**src/rtl/serial_arith_pkg.sv**
```systemverilog
// Shared types and helpers for the serial shift-and-add / shift-and-subtract arithmetic units.
package serial_arith_pkg;

   typedef enum logic [1:0] {
      StIdle,
      StRun,
      StZero,
      StDone
   } arith_state_e;

   // Bits needed to hold values 0..n-1; called as clog2(W+1) to size a 0..W counter.
   function automatic int unsigned clog2(input int unsigned n);
      int unsigned r_bits;
      int unsigned r_span;
      r_bits = 0;
      r_span = 1;
      while (r_span < n) begin
         r_span = r_span << 1;
         r_bits = r_bits + 1;
      end
      return r_bits;
   endfunction

endpackage

```
**src/rtl/restoring_div_step.sv**
```systemverilog
// One restoring shift-and-subtract step: shift the next dividend bit into R and
// subtract the divisor when it fits.
module restoring_div_step
   import serial_arith_pkg::*;
#(
   parameter int unsigned W = 4
) (
   input  logic [W:0]   i_rem,
   input  logic [W-1:0] i_quo,
   input  logic [W-1:0] i_divisor,
   output logic [W:0]   o_rem,
   output logic [W-1:0] o_quo
);

   logic [W:0] w_shift;
   logic       w_ge;
   logic       w_unused_rem_msb;

   // R is always below the divisor between steps, so its top bit is never set.
   assign w_unused_rem_msb = i_rem[W];

   assign w_shift = {i_rem[W-1:0], i_quo[W-1]};
   assign w_ge    = (w_shift >= {1'b0, i_divisor});
   assign o_rem   = w_ge ? (w_shift - {1'b0, i_divisor}) : w_shift;
   assign o_quo   = {i_quo[W-2:0], w_ge};

endmodule

```
**src/rtl/serial_divider.sv**
```systemverilog
// Iterative restoring divider, one quotient bit per clock.
// Define SERIAL_DIV_SIGNED_EN for two's-complement operands (sign fix-up on entry to done).
module serial_divider
   import serial_arith_pkg::*;
#(
   parameter int unsigned W = 4
) (
   input  logic         clk,
   input  logic         reset,
   input  logic         i_start,
   input  logic [W-1:0] i_dividend,
   input  logic [W-1:0] i_divisor,
   output logic         o_busy,
   output logic         o_done,
   output logic [W-1:0] o_quotient,
   output logic [W-1:0] o_remainder,
   output logic         o_div_by_zero
);

   localparam int unsigned CW = clog2(W + 1);
   localparam logic [CW-1:0] LastStep = CW'(W - 1);
   localparam logic [CW-1:0] CntMax   = CW'(W);

   arith_state_e  r_state;
   logic [CW-1:0] r_cnt;
   logic [W:0]    r_rem;
   logic [W-1:0]  r_quo;
   logic [W-1:0]  r_dvs;
   logic          r_busy;
   logic          r_done;
   logic [W-1:0]  r_quotient;
   logic [W-1:0]  r_remainder;
   logic          r_div_by_zero;

   logic [W:0]    w_rem_next;
   logic [W-1:0]  w_quo_next;
   logic [W-1:0]  w_dvd_mag;
   logic [W-1:0]  w_dvs_mag;
   logic [W-1:0]  w_quo_res;
   logic [W-1:0]  w_rem_res;
   logic [W-1:0]  w_zero_rem;

   restoring_div_step #(
      .W (W)
   ) u_step (
      .i_rem     (r_rem),
      .i_quo     (r_quo),
      .i_divisor (r_dvs),
      .o_rem     (w_rem_next),
      .o_quo     (w_quo_next)
   );

`ifdef SERIAL_DIV_SIGNED_EN
   logic         r_neg_q;
   logic         r_neg_r;
   logic [W-1:0] r_dvd;

   assign w_dvd_mag  = i_dividend[W-1] ? -i_dividend : i_dividend;
   assign w_dvs_mag  = i_divisor[W-1] ? -i_divisor : i_divisor;
   assign w_quo_res  = r_neg_q ? -w_quo_next : w_quo_next;
   assign w_rem_res  = r_neg_r ? -w_rem_next[W-1:0] : w_rem_next[W-1:0];
   assign w_zero_rem = r_dvd;

   always_ff @(posedge clk or posedge reset) begin
      if (reset) begin
         r_neg_q <= 1'b0;
         r_neg_r <= 1'b0;
         r_dvd   <= '0;
      end else if (i_start && !r_busy && (r_state == StIdle || r_state == StDone)) begin
         r_neg_q <= i_dividend[W-1] ^ i_divisor[W-1];
         r_neg_r <= i_dividend[W-1];
         r_dvd   <= i_dividend;
      end
   end
`else
   assign w_dvd_mag  = i_dividend;
   assign w_dvs_mag  = i_divisor;
   assign w_quo_res  = w_quo_next;
   assign w_rem_res  = w_rem_next[W-1:0];
   // The shift register still holds the untouched dividend on the zero path.
   assign w_zero_rem = r_quo;
`endif

   always_ff @(posedge clk or posedge reset) begin
      if (reset) begin
         r_state       <= StIdle;
         r_cnt         <= '0;
         r_rem         <= '0;
         r_quo         <= '0;
         r_dvs         <= '0;
         r_busy        <= 1'b0;
         r_done        <= 1'b0;
         r_quotient    <= '0;
         r_remainder   <= '0;
         r_div_by_zero <= 1'b0;
      end else begin
         r_done <= 1'b0;
         unique case (r_state)
            StIdle, StDone: begin
               if (i_start) begin
                  r_cnt         <= '0;
                  r_rem         <= '0;
                  r_quo         <= w_dvd_mag;
                  r_dvs         <= w_dvs_mag;
                  r_busy        <= 1'b1;
                  r_div_by_zero <= 1'b0;
                  r_state       <= (i_divisor == '0) ? StZero : StRun;
               end else begin
                  r_state <= StIdle;
               end
            end
            StRun: begin
               r_rem <= w_rem_next;
               r_quo <= w_quo_next;
               r_cnt <= (r_cnt == CntMax) ? r_cnt : r_cnt + CW'(1);
               if (r_cnt == LastStep) begin
                  r_state     <= StDone;
                  r_busy      <= 1'b0;
                  r_done      <= 1'b1;
                  r_quotient  <= w_quo_res;
                  r_remainder <= w_rem_res;
               end
            end
            StZero: begin
               r_state       <= StDone;
               r_busy        <= 1'b0;
               r_done        <= 1'b1;
               r_quotient    <= '1;
               r_remainder   <= w_zero_rem;
               r_div_by_zero <= 1'b1;
            end
         endcase
      end
   end

   assign o_busy        = r_busy;
   assign o_done        = r_done;
   assign o_quotient    = r_quotient;
   assign o_remainder   = r_remainder;
   assign o_div_by_zero = r_div_by_zero;

endmodule

```
**config.mk**
```make
export PLATFORM = sky130hd
export DESIGN_NAME = serial_divider
export DESIGN_NICKNAME = d
export VERILOG_FILES = /design/src/rtl/serial_arith_pkg.sv /design/src/rtl/restoring_div_step.sv /design/src/rtl/serial_divider.sv
export SDC_FILE = /design/constraint.sdc
export NUM_CORES = 1
export LEC_CHECK = 0
export BUFFER_PORTS_ARGS = -buffer_cell sky130_fd_sc_hd__buf_2
export CAP_MARGIN = 25
export CORE_MARGIN = 8
export CORE_UTILIZATION = 62
export DETAILED_ROUTE_END_ITERATION = 16
export PLACE_DENSITY = 0.8
export SLEW_MARGIN = 15
export SYNTH_ARGS = -nofsm -noshare
export SYNTH_HDL_FRONTEND = slang
export SYNTH_HIERARCHICAL = 1
export SYNTH_SLANG_ARGS = --single-unit
export TNS_END_PERCENT = 50
```
**constraint.sdc**
```tcl
create_clock -name clk -period 3.56 [get_ports clk]
set_input_delay 0.356 -clock clk [delete_from_list [all_inputs] [get_ports clk]]
set_output_delay 0.356 -clock clk [all_outputs]
set_load 0.02 [all_outputs]
```
Word-level counts from Yosys, hierarchy flattened
Index checks and enable logic that the tools add are counted.

Output and inout port bits: 11. Logic and storage cells: 56. Input port bits: 11. Bits in latches: 0. RAM bits: 0. Register bits after elaboration: 28. Memory bits (read-only): 0. Memories: 0.

Eq/ne operators: 8. Shifts and indexed selects: 0. Bitwise logic cells: 0. Mux-type cells: 23. Multipliers: 0. Magnitude comparators: 1. Reductions and logical operators: 12. Add/sub/neg operators: 2. Div/mod/pow operators: 0.

Operators by type and width (number): one-hot mux 4 bit (2 select lines) (4); two-way mux 4 bit (5); AND reduction 2 bit (5); two-way mux 2 bit (3); two-way mux 3 bit (2); != test 2 bit (second input constant) (3); one-hot mux 2 bit (3 select lines) (1); one-hot mux 3 bit (2 select lines) (1); nonzero test 2 bit (3); >= comparator 5 x 4 -> 1 bit (1); equality test 2 bit (second input constant) (2); logical NOT 4 bit (1); two-way mux 1 bit (4); one-hot mux 1 bit (2 select lines) (2); subtractor 4 bit (1); adder 3 x 1 -> 3 bit (second input constant) (1); equality test 3 x 2 -> 1 bit (second input constant) (1); equality test 3 bit (second input constant) (1); one-hot mux 1 bit (3 select lines) (1); AND reduction 3 bit (1); equality test 2 x 1 -> 1 bit (second input constant) (1); logical NOT 2 bit (1); OR reduction 2 bit (1).

Logic depth before layout (Yosys ltp)
Gate-level depths: netlist of run 1.

Word-level depth: 4. Depth in mapped cells: 9. Mapped depth without buffers: 9.

Cells and area by module
Netlist of run 1, hierarchy kept.

By module, submodules not included: serial_divider (cells an instance 139, instances 1, sequential area each 725.7 um^2, area each 1480.2 um^2); restoring_div_step (cells an instance 39, instances 1, sequential area each 0.0 um^2, area each 277.8 um^2).

Worst setup path after synthesis of run 1
OpenSTA, ideal clock, no wires.

Kind: register -> register. Start: reg r_rem[1]. End: reg r_remainder[2], in the netlist o_remainder[2]. Arrival time: 1.753 ns. Library setup time: 0.126 ns. Clock period less this slack: 1.879 ns. Data required time: 3.434 ns. Setup slack: 1.681 ns. Path buffers: 0. Cell stages (with the launch flop): 9. Cell sequence: dfrtp_1 ha_1 nand4_1 nand2_2 nor2_4 mux2_4 nand3_1 a21oi_1 a221o_1.

Longest elaborated chain between the ends: 4. Elaborated cells between the ends (all ways): 5. Those cells by class: 1 x add/sub; 1 x order compare; 3 x mux.

Ends and longest elaborated chain: start, declared (line serial_divider.sv:26) `logic [W:0] r_rem;`; start signal, assigned (line serial_divider.sv:113) `r_rem <= w_rem_next;`; subtractor 4 bit or >= comparator 5 x 4 -> 1 bit (tied branches) (line restoring_div_step.sv:24, restoring_div_step.sv:23); two-way mux 4 bit (*) (line restoring_div_step.sv:24) `assign o_rem = w_ge ? (w_shift - {1'b0, i_divisor}) : w_shift;`; net w_rem_next[2] (line serial_divider.sv:35) `logic [W:0] w_rem_next;`; two-way mux 4 bit (*) (line serial_divider.sv:116) `if (r_cnt == LastStep) begin`; one-hot mux 4 bit (2 select lines) (*) (line serial_divider.sv:98) `unique case (r_state)`; end signal, assigned (line serial_divider.sv:121) `r_remainder <= w_rem_res;`; end signal, assigned (line serial_divider.sv:129) `r_remainder <= w_zero_rem;`; end, declared (line serial_divider.sv:32) `logic [W-1:0] r_remainder;`.

Mark *: on every way through the listed nets, which the timed path passes. The rest lies on a longest branch. The select of a mux whose other input is x is not followed. A chain may end at the register's enable or synchronous reset.

Worst setup path after layout of run 1
Start: reg r_state[0]. End: reg r_quo[0].

Longest elaborated chain between the ends: 4. Elaborated cells between the ends (all ways): 8. Those cells by class: 3 x eq/ne; 1 x mux; 4 x reduce/logical.

Ends and longest elaborated chain: start, declared (line serial_divider.sv:24) `arith_state_e r_state;`; start signal, assigned (line serial_divider.sv:86) `r_state <= StIdle;`; start signal, assigned (line serial_divider.sv:107) `r_state <= (i_divisor == '0) ? StZero : StRun;`; start signal, assigned (line serial_divider.sv:109) `r_state <= StIdle;`; equality test 2 bit or logical NOT 2 bit (tied branches) (line serial_divider.sv:98); OR reduction 2 bit (line serial_divider.sv:98); != test 2 bit (no line) or nonzero test 2 bit (tied branches); AND reduction 2 bit (no line); end signal, assigned (line serial_divider.sv:103) `r_quo <= w_dvd_mag;`; end signal, assigned (line serial_divider.sv:114) `r_quo <= w_quo_next;`; end, declared (line serial_divider.sv:27) `logic [W-1:0] r_quo;`.

Several ways; a longest one is shown, not always the timed one.

==> flow_metrics.tcl, run 1 <==
set metrics [dict create \
    run_status "completed" \
    capturing_element_type_of_the_critical_path "flip-flop" \
    worst_skew_pair.late_latency_ns 0.32 \
    layout.area.seq_um2 701 \
    design_power_total_mw 1.88 \
    h-tree-depth 1 \
    global_routing_usage_on_met1_pct 20.7 \
    fin_hold_ws_ns 0.271 \
    cts-resized-gates 0 \
    fin_util_pct 68.5 \
    port-buffer-count 21 \
    timing.rr.end "r_quo[0]" \
    worstPathMaxFanout 14 \
    timing.fmax_ghz 0.460 \
    finalWirelength_um 3590 \
    place.gp.congestion 0.889 \
    leakagePower_nw 0.847 \
    min_path_cells 2 \
    fillerInstances 211 \
    launching_element_type_of_the_critical_path "flip-flop" \
    placed_cells_incl_taps 209 \
    grt.met3_usage_pct 4.58 \
    post_cts_setup_buffer_count 0 \
    worst_hold_path_type "in2reg" \
    antenna_cells 0 \
    detail-route-antenna-nets 0 \
    area_growth_syn_to_layout_pct 7.92 \
    hold_viol_final 0 \
    grt_setup_unrepaired "false" \
    drv_slew 0 \
    worst_min_delay_path_startpoint "i_divisor[2]" \
    cts.clk_slew.worst_paths_ns 0.14 \
    pin_count_of_the_biggest_net_entering_global_routing 33 \
    post-route-period-util_pct 61.1 \
    finalCriticalPeriod_ns 2.18 \
    power_density_cells_nw_per_um2 1030 \
    synth_cells 169 \
    cts-buffers-inserted 3 \
    wire_length_of_the_first_global_routing_pass_um 5930 \
    chipWidth_um 68.2 \
    avgRoutedWirePerCell_um 16.7 \
    fp.coreArea_um2 2660 \
    start_util_pct 63.5 \
    fin_nets 206 \
    post_drt_via_cell_ratio 6.04 \
    grt_usage_pct 16.8 \
    cts_tree "done" \
    worst_hold_path_ep "r_dvs[2]" \
    via_count 1298 \
    global_route.overflow_total 0 \
    io_pins 22 \
    netlist_area_um2 1690 \
    detail_route.drc_violations 0 \
    root_buffer "sky130_fd_sc_hd__clkbuf_4" \
    postLayoutCellArea_um2 1820 \
    drive_above_1_share_pct 22.8 \
    cp_data_arrival_time_ns 2.40 \
    syn_area_per_cell_um2 10.0 \
    gr-usage-met2_pct 28.6 \
    timing.max_slew.rel_slack_pct 44.3 \
    ys_warn_count 6 \
    instances_no_fill 215 \
    clock_sinks 28 \
    finalWorstSetupSlack_ns 1.38 \
    clock_path_buffers 2 \
    final.setup_skew_ns 0.00436 \
    drt_first_pass_iters 4 \
    reg2regPathDepth 5 \
    die_area_um2 4650 \
    peakVddDrop_mv 0.777 \
    die_y_um 68.2 \
    r2r_slack_ns 1.38 \
    multiInputGateArea_um2 846 \
    drv.max_cap_violation_count 0 \
    rows 19 \
    grt_most_used_layer "met2" \
    criticalPathCategory "reg2reg" \
    ctsHoldBuffers 0 \
    first_iter_violations 108 \
    dpl_cell_area_um2 1750 \
    tightest_slew_ns 0.813 \
    report.final.setup_viol 0 \
    post-place-ws_ns 1.43 \
    first_global_vias 1297 \
    grt_antenna_before_repair 0 \
    detailed_place_hpwl_um 2720 \
    worstPathRequired_ns 3.78 \
    worstReg2RegStart "r_state[0]" \
    final.setup.tns_ns 0 \
    synth.net_count 190 \
]
## cells in the final DEF, fill, tap and decap left out, types with 2 or more instances in the layout
master and count:
sky130_fd_sc_hd__dfrtp_1 28, sky130_fd_sc_hd__buf_2 21, sky130_fd_sc_hd__nor2_1 15, sky130_fd_sc_hd__inv_1 13, sky130_fd_sc_hd__nand2b_1 10, sky130_fd_sc_hd__a21oi_1 10
sky130_fd_sc_hd__ha_1 9, sky130_fd_sc_hd__nand2_1 8, sky130_fd_sc_hd__mux2_2 5, sky130_fd_sc_hd__o22a_1 5, sky130_fd_sc_hd__mux2i_1 4, sky130_fd_sc_hd__a31oi_1 4
sky130_fd_sc_hd__nor2b_1 4, sky130_fd_sc_hd__a22o_1 4, sky130_fd_sc_hd__nand3_1 4, sky130_fd_sc_hd__a221o_1 4, sky130_fd_sc_hd__clkbuf_4 3, sky130_fd_sc_hd__o221ai_1 2
sky130_fd_sc_hd__o221a_2 2, sky130_fd_sc_hd__o21ai_0 2, sky130_fd_sc_hd__o22ai_1 2, sky130_fd_sc_hd__nor3_1 2
## state kept, by name, summed over array words and instances, names as in the netlist
signal / flops
r_cnt: 3
o_busy: 1
r_quo: 4
o_quotient: 4
o_done: 1
r_state: 2
o_div_by_zero: 1
r_dvs: 4
o_remainder: 4
r_rem: 4
## where the power goes
| group | internal, mW | switching (mW) |
|---|---|---|
| logic | 0.499 | 0.658 |
| clock network | 0.0626 | 0.0884 |
| registers | 0.459 | 0.114 |
## area by class of cell
type                       instances  area share, %
tap                               31           2.13
multi-input combinational        114           46.4
timing repair buffer              24           8.23
clock buffer                       4           1.99
sequential                        28           38.4
inverter                          14           2.88
## routing by layer
layer	part of all wire, %	vias up
met4	1.2	0
met1	43	626
met5	0	-
li1	-	624
met3	4.5	5
met2	52	43
## worst max-delay path: stages (launching register included)
cell and delay, ns:
sky130_fd_sc_hd__dfrtp_1 0.40, sky130_fd_sc_hd__inv_1 0.05, sky130_fd_sc_hd__ha_1 0.56, sky130_fd_sc_hd__mux2i_1 0.75, sky130_fd_sc_hd__nand2b_1 0.15, sky130_fd_sc_hd__o221a_2 0.16
## worst max-delay path by stage
| stage | start | endpoint | slack, ns | depth (start not counted) |
|---|---|---|---|---|
| 2_1_floorplan | r_rem[1] | o_remainder[2] | 1.71 | 8 |
| 3_3_place_gp | r_state[0] | r_quo[0] | 1.58 | 5 |
| 3_5_place_dp | r_state[0] | r_quo[0] | 1.43 | 5 |
| 4_1_cts | r_state[0] | r_quo[0] | 1.37 | 5 |
| 5_1_grt | r_state[0] | r_quo[0] | 1.30 | 5 |
| 6_report | r_state[0] | r_quo[0] | 1.38 | 5 |
Power figures use the tool's default switching activity.
==> inputs of run 2 (changes only) <==
CORE_UTILIZATION = 57   (was 62)
PLACE_DENSITY = 0.75   (was 0.8)
clock period = 2.2 ns   (was 3.56 ns; I/O delays follow)
==> flow_metrics.tcl, run 2 (synthesized netlist as in run 1, its figures left out) <==
set metrics [dict create \
    fillerInstances 217 \
    power.switching_mw 1.39 \
    worst_skew_pair.late_latency_ns 0.33 \
    run_status "completed" \
    drv_slew 0 \
    peakVddDrop_mv 1.17 \
    detail_route.drc_violations 0 \
    drv.max_cap_violation_count 0 \
    timing.rr.end "o_remainder[2]" \
    p_comb_share_pct 62.0 \
    worst_hold_path_type "in2reg" \
    final.setup.tns_ns 0 \
    launching_element_type_of_the_critical_path "flip-flop" \
    sequentialPowerShare_pct 29.8 \
    start_util_pct 60.8 \
    die_y_um 70.5 \
    grt_setup_unrepaired "false" \
    share_clk_of_total_power_pct 8.1 \
    place.gp.congestion 0.853 \
    final.setup_skew_ns 0.00779 \
    worstPathRequired_ns 2.43 \
    drt_first_pass_iters 4 \
    antenna_cells 0 \
    timing.fmax_ghz 0.498 \
    avgRoutedWirePerCell_um 16.0 \
    worstReg2RegStart "r_quo[3]" \
    crit_end "o_remainder[2]" \
    grt_antenna_before_repair 0 \
    h-tree-depth 1 \
    worstSetupStartpoint "r_quo[3]" \
    first_global_vias 1354 \
    mostFrequentLayoutCell "sky130_fd_sc_hd__dfrtp_1" \
    fin_hold_ws_ns 0.140 \
    clock_path_buffers 2 \
    finalWirelength_um 3480 \
    cts.clk_slew.worst_paths_ns 0.14 \
    r2r_slack_ns 0.19 \
    min_path_cells 2 \
    rows 19 \
    tightest_slew_ns 0.502 \
    detail-route-antenna-nets 0 \
    area_growth_syn_to_layout_pct 8.07 \
    report.final.setup_viol 0 \
    wire_length_of_the_first_global_routing_pass_um 6110 \
    layout.area.seq_um2 701 \
    cts_tree "done" \
    power_density_cells_nw_per_um2 1700 \
    fp.coreArea_um2 2780 \
    cp_data_arrival_time_ns 2.23 \
    clock_sinks 28 \
    global_route.overflow_total 0 \
    power_switching_share_pct 45.0 \
    first_iter_violations 66 \
    post-route-period-util_pct 91.2 \
    internal_power_mw 1.70 \
    post_drt_via_cell_ratio 5.96 \
    io_pins 22 \
    leakagePower_nw 0.858 \
    criticalPathCategory "reg2reg" \
    reg2regPathDepth 8 \
    port-buffer-count 21 \
    capturing_element_type_of_the_critical_path "flip-flop" \
    finalCriticalPeriod_ns 2.01 \
    hold_viol_final 0 \
    detailed_place_hpwl_um 2680 \
    fin_nets 209 \
    root_buffer "sky130_fd_sc_hd__clkbuf_4" \
    pin_count_of_the_biggest_net_entering_global_routing 29 \
    drive_above_1_share_pct 24.1 \
    grt_usage_pct 14.5 \
    timing.max_slew.rel_slack_pct 66.5 \
    worstPathMaxFanout 4 \
    chipWidth_um 70.5 \
    multiInputGateArea_um2 846 \
    layout.cells.most_common_list "sky130_fd_sc_hd__dfrtp_1, sky130_fd_sc_hd__buf_2, sky130_fd_sc_hd__nor2_1" \
    cts-buffers-inserted 3 \
    via_count 1300 \
    die_area_um2 4960 \
]
-- run 2: cell types whose count changed in the layout (fill, tap and decap cells not counted), sizes merged --
cell	before	now
inv	13	14
clkinv	1	0
buf	23	26
-- run 2: area by class of cell --
type / count / share of cell area, %
inverters: 14 / 2.88
repair buffers: 27 / 8.36
well taps: 31 / 2.12
multi-input cells: 114 / 46.3
flip-flops and latches: 28 / 38.4
clock buffers: 4 / 1.99
-- run 2: per-stage QoR --
stage	util [%]	std cells	area [µm²]	total power, mW	setup slack, ns
final	65.7	218	1830	3.10	0.194
after global routing	65.7	218	1830	3.35	0.0756
after CTS	65.7	218	1830	3.09	0.198
after detailed placement	64.0	213	1780	2.83	0.213
after global placement	64.0	213	1780	2.74	0.277
after floorplan	-	169	1690	2.48	0.345
-- run 2: worst min-delay path by stage --
stage	startpoint	endpoint	slack (ns)
6_report	i_divisor[1]	r_dvs[1]	0.14
2_1_floorplan	reset	o_busy	0.29
4_1_cts	i_divisor[1]	r_dvs[1]	0.13
3_5_place_dp	reset	r_dvs[3]	0.30
3_3_place_gp	reset	r_state[0]	0.29
5_1_grt	i_divisor[1]	r_dvs[1]	0.13
-- run 2: power groups by stage --
stage / Sequential, mW / Combinational (mW) / Clock, mW
3_5_place_dp: 0.936 / 1.90 / 0
2_1_floorplan: 0.979 / 1.50 / 0
6_report: 0.924 / 1.92 / 0.252
5_1_grt: 0.957 / 2.11 / 0.280
4_1_cts: 0.922 / 1.91 / 0.258
3_3_place_gp: 0.917 / 1.82 / 0
-- run 2: repair_timing --
action,4_1_cts,5_1_grt
gates resized for setup,0,0
hold buffers,1,0
setup buffers,0,0
endpoints found under the hold margin,28,0
-- run 2: worst max-delay path, cell delays in order (launching register included) --
cell	delay (ns)
sky130_fd_sc_hd__dfrtp_1	0.41
sky130_fd_sc_hd__inv_1	0.07
sky130_fd_sc_hd__ha_1	0.21
sky130_fd_sc_hd__fa_1	0.39
sky130_fd_sc_hd__xnor2_1	0.15
sky130_fd_sc_hd__mux2_4	0.28
sky130_fd_sc_hd__nand3_1	0.07
sky130_fd_sc_hd__a21oi_1	0.06
sky130_fd_sc_hd__a221o_1	0.27
-- run 2: routing by layer --
metal | GRT usage, % | up-vias | wire length (µm)
met5 | 0 | - | 0
met4 | 3.13 | 0 | 34
met3 | 2.82 | 7 | 140
met2 | 25.2 | 33 | 1700
met1 | 18.0 | 633 | 1600
li1 | - | 627 | -
==> inputs of run 3 (changes only) <==
CORE_UTILIZATION = 42   (was 57)
PLACE_DENSITY = 0.57   (was 0.75)
TNS_END_PERCENT = 5   (was 50)
==> flow_metrics.tcl, run 3 (synthesized netlist as in run 1, its figures left out) <==
set metrics [dict create \
    tightest_slew_ns 0.487 \
    cts-buffers-inserted 3 \
    die_area_um2 6310 \
    cp_data_arrival_time_ns 2.15 \
    die_y_um 79.4 \
    wire_length_of_the_first_global_routing_pass_um 6380 \
    wl_met1_um 1670 \
    drv.max_cap_violation_count 0 \
    place.gp.congestion 0.838 \
    capturing_element_type_of_the_critical_path "flip-flop" \
    ctsHoldBuffers 0 \
    first_global_vias 1377 \
    area_growth_syn_to_layout_pct 11.0 \
    launching_element_type_of_the_critical_path "flip-flop" \
    detail_route.drc_violations 0 \
    grt_setup_unrepaired "false" \
    grt_antenna_before_repair 0 \
    finalWirelength_um 3720 \
    h-tree-depth 1 \
    io_pins 22 \
    hold_viol_final 4 \
    timing.fmax_ghz 0.503 \
    root_buffer "sky130_fd_sc_hd__clkbuf_8" \
    fin_nets 208 \
    report.final.setup_viol 0 \
    cts.clk_slew.worst_paths_ns 0.10 \
    worst_hold_path_type "in2async" \
    drv_slew 0 \
    via_count 1275 \
    drive_above_1_share_pct 24.2 \
    finalCriticalPeriod_ns 1.99 \
    antenna_cells 0 \
    leakagePower_nw 0.868 \
    first_iter_violations 76 \
    r2r_slack_ns 0.21 \
    clock_sinks 28 \
    avgRoutedWirePerCell_um 15.8 \
    post_cts_setup_buffer_count 0 \
    detailed_place_hpwl_um 2820 \
    criticalPathCategory "reg2reg" \
    failed_checks "negative hold slack" \
    cts-resized-gates 0 \
    fp.coreArea_um2 3940 \
    global_route.overflow_total 0 \
    start_util_pct 42.9 \
    final.setup_skew_ns 0.00769 \
    final.setup.tns_ns 0 \
    fin_util_pct 47.6 \
    port-buffer-count 21 \
    highest_signal_layer_in_the_routed_design "met4" \
    post_drt_via_cell_ratio 5.40 \
    wl_met2_um 1860 \
    detail-route-antenna-nets 0 \
    worstPathRequired_ns 2.36 \
    fin_hold_ws_ns -0.000182 \
    grt_usage_pct 12.4 \
    layout.cells.most_common_list "sky130_fd_sc_hd__dfrtp_1, sky130_fd_sc_hd__buf_2, sky130_fd_sc_hd__nor2_1" \
    rows 23 \
    run_status "complete, but fails checks" \
    worst_skew_pair.late_latency_ns 0.28 \
    timing.max_slew.rel_slack_pct 67.5 \
    clock_path_buffers 2 \
    route.met3.wl_um 166 \
    chipWidth_um 79.4 \
    mostFrequentLayoutCell "sky130_fd_sc_hd__dfrtp_1" \
    post-route-period-util_pct 90.4 \
    peakVddDrop_mv 0.621 \
    power_density_cells_nw_per_um2 1730 \
    worstPathMaxFanout 4 \
    cts_tree "done" \
    pin_count_of_the_biggest_net_entering_global_routing 29 \
    drt_first_pass_iters 4 \
]
[run 3: routing by layer]
metal | GRT usage (%) | vias up
met5 | 0 | -
met3 | 2.48 | 2
met4 | 3.33 | 0
met1 | 15.2 | 623
li1 | - | 632
met2 | 21.6 | 18
[run 3: path summary, 6_finish.rpt]
path | from | to | cells after the start
min reg2reg | r_rem[3] | r_rem[3] | 1
min | reset | o_quotient[1] | 3
max in group asynchronous | reset | r_rem[0] | 3
min in group clk | i_divisor[3] | r_dvs[3] | 2
max | r_dvs[1] | o_remainder[2] | 9
max reg2reg | r_dvs[1] | o_remainder[2] | 9
[run 3: stage by stage]
stage / cells / power, mW / setup slack (ns) / area, µm² / hold WS [ns]
after global placement: 232 / 2.78 / 0.260 / 1800 / 0.302
after floorplan: 169 / 2.48 / 0.345 / 1690 / 0.285
final: 236 / 3.24 / 0.211 / 1880 / -0.000182
after CTS: 236 / 3.27 / 0.195 / 1880 / 0.0102
after detailed placement: 232 / 2.85 / 0.205 / 1800 / 0.316
after global routing: 236 / 3.52 / 0.102 / 1880 / 0.0432
[run 3: report_power, final]
group          total [mW]  internal [mW]  switching [mW]
logic                1.91          0.853            1.05
registers           0.923          0.744           0.179
clock network       0.408          0.244           0.164
[run 3: final cells by class]
cell class	instances	area (µm²)
fillers	374	2070
multi-input cells	114	846
flip-flops and latches	28	701
repair buffers	26	143
well taps	50	62.6
inverters	14	52.6
clock buffers	3	41.3
clock inverters	1	30.0
[run 3: worst max-delay path, stage by stage (launching register included)]
cell	delay, ns
sky130_fd_sc_hd__dfrtp_1	0.42
sky130_fd_sc_hd__inv_1	0.07
sky130_fd_sc_hd__ha_1	0.31
sky130_fd_sc_hd__nand2b_1	0.12
sky130_fd_sc_hd__a21oi_2	0.09
sky130_fd_sc_hd__nor2_4	0.15
sky130_fd_sc_hd__mux2_4	0.32
sky130_fd_sc_hd__nand3_1	0.07
sky130_fd_sc_hd__a21oi_1	0.07
sky130_fd_sc_hd__a221o_1	0.27
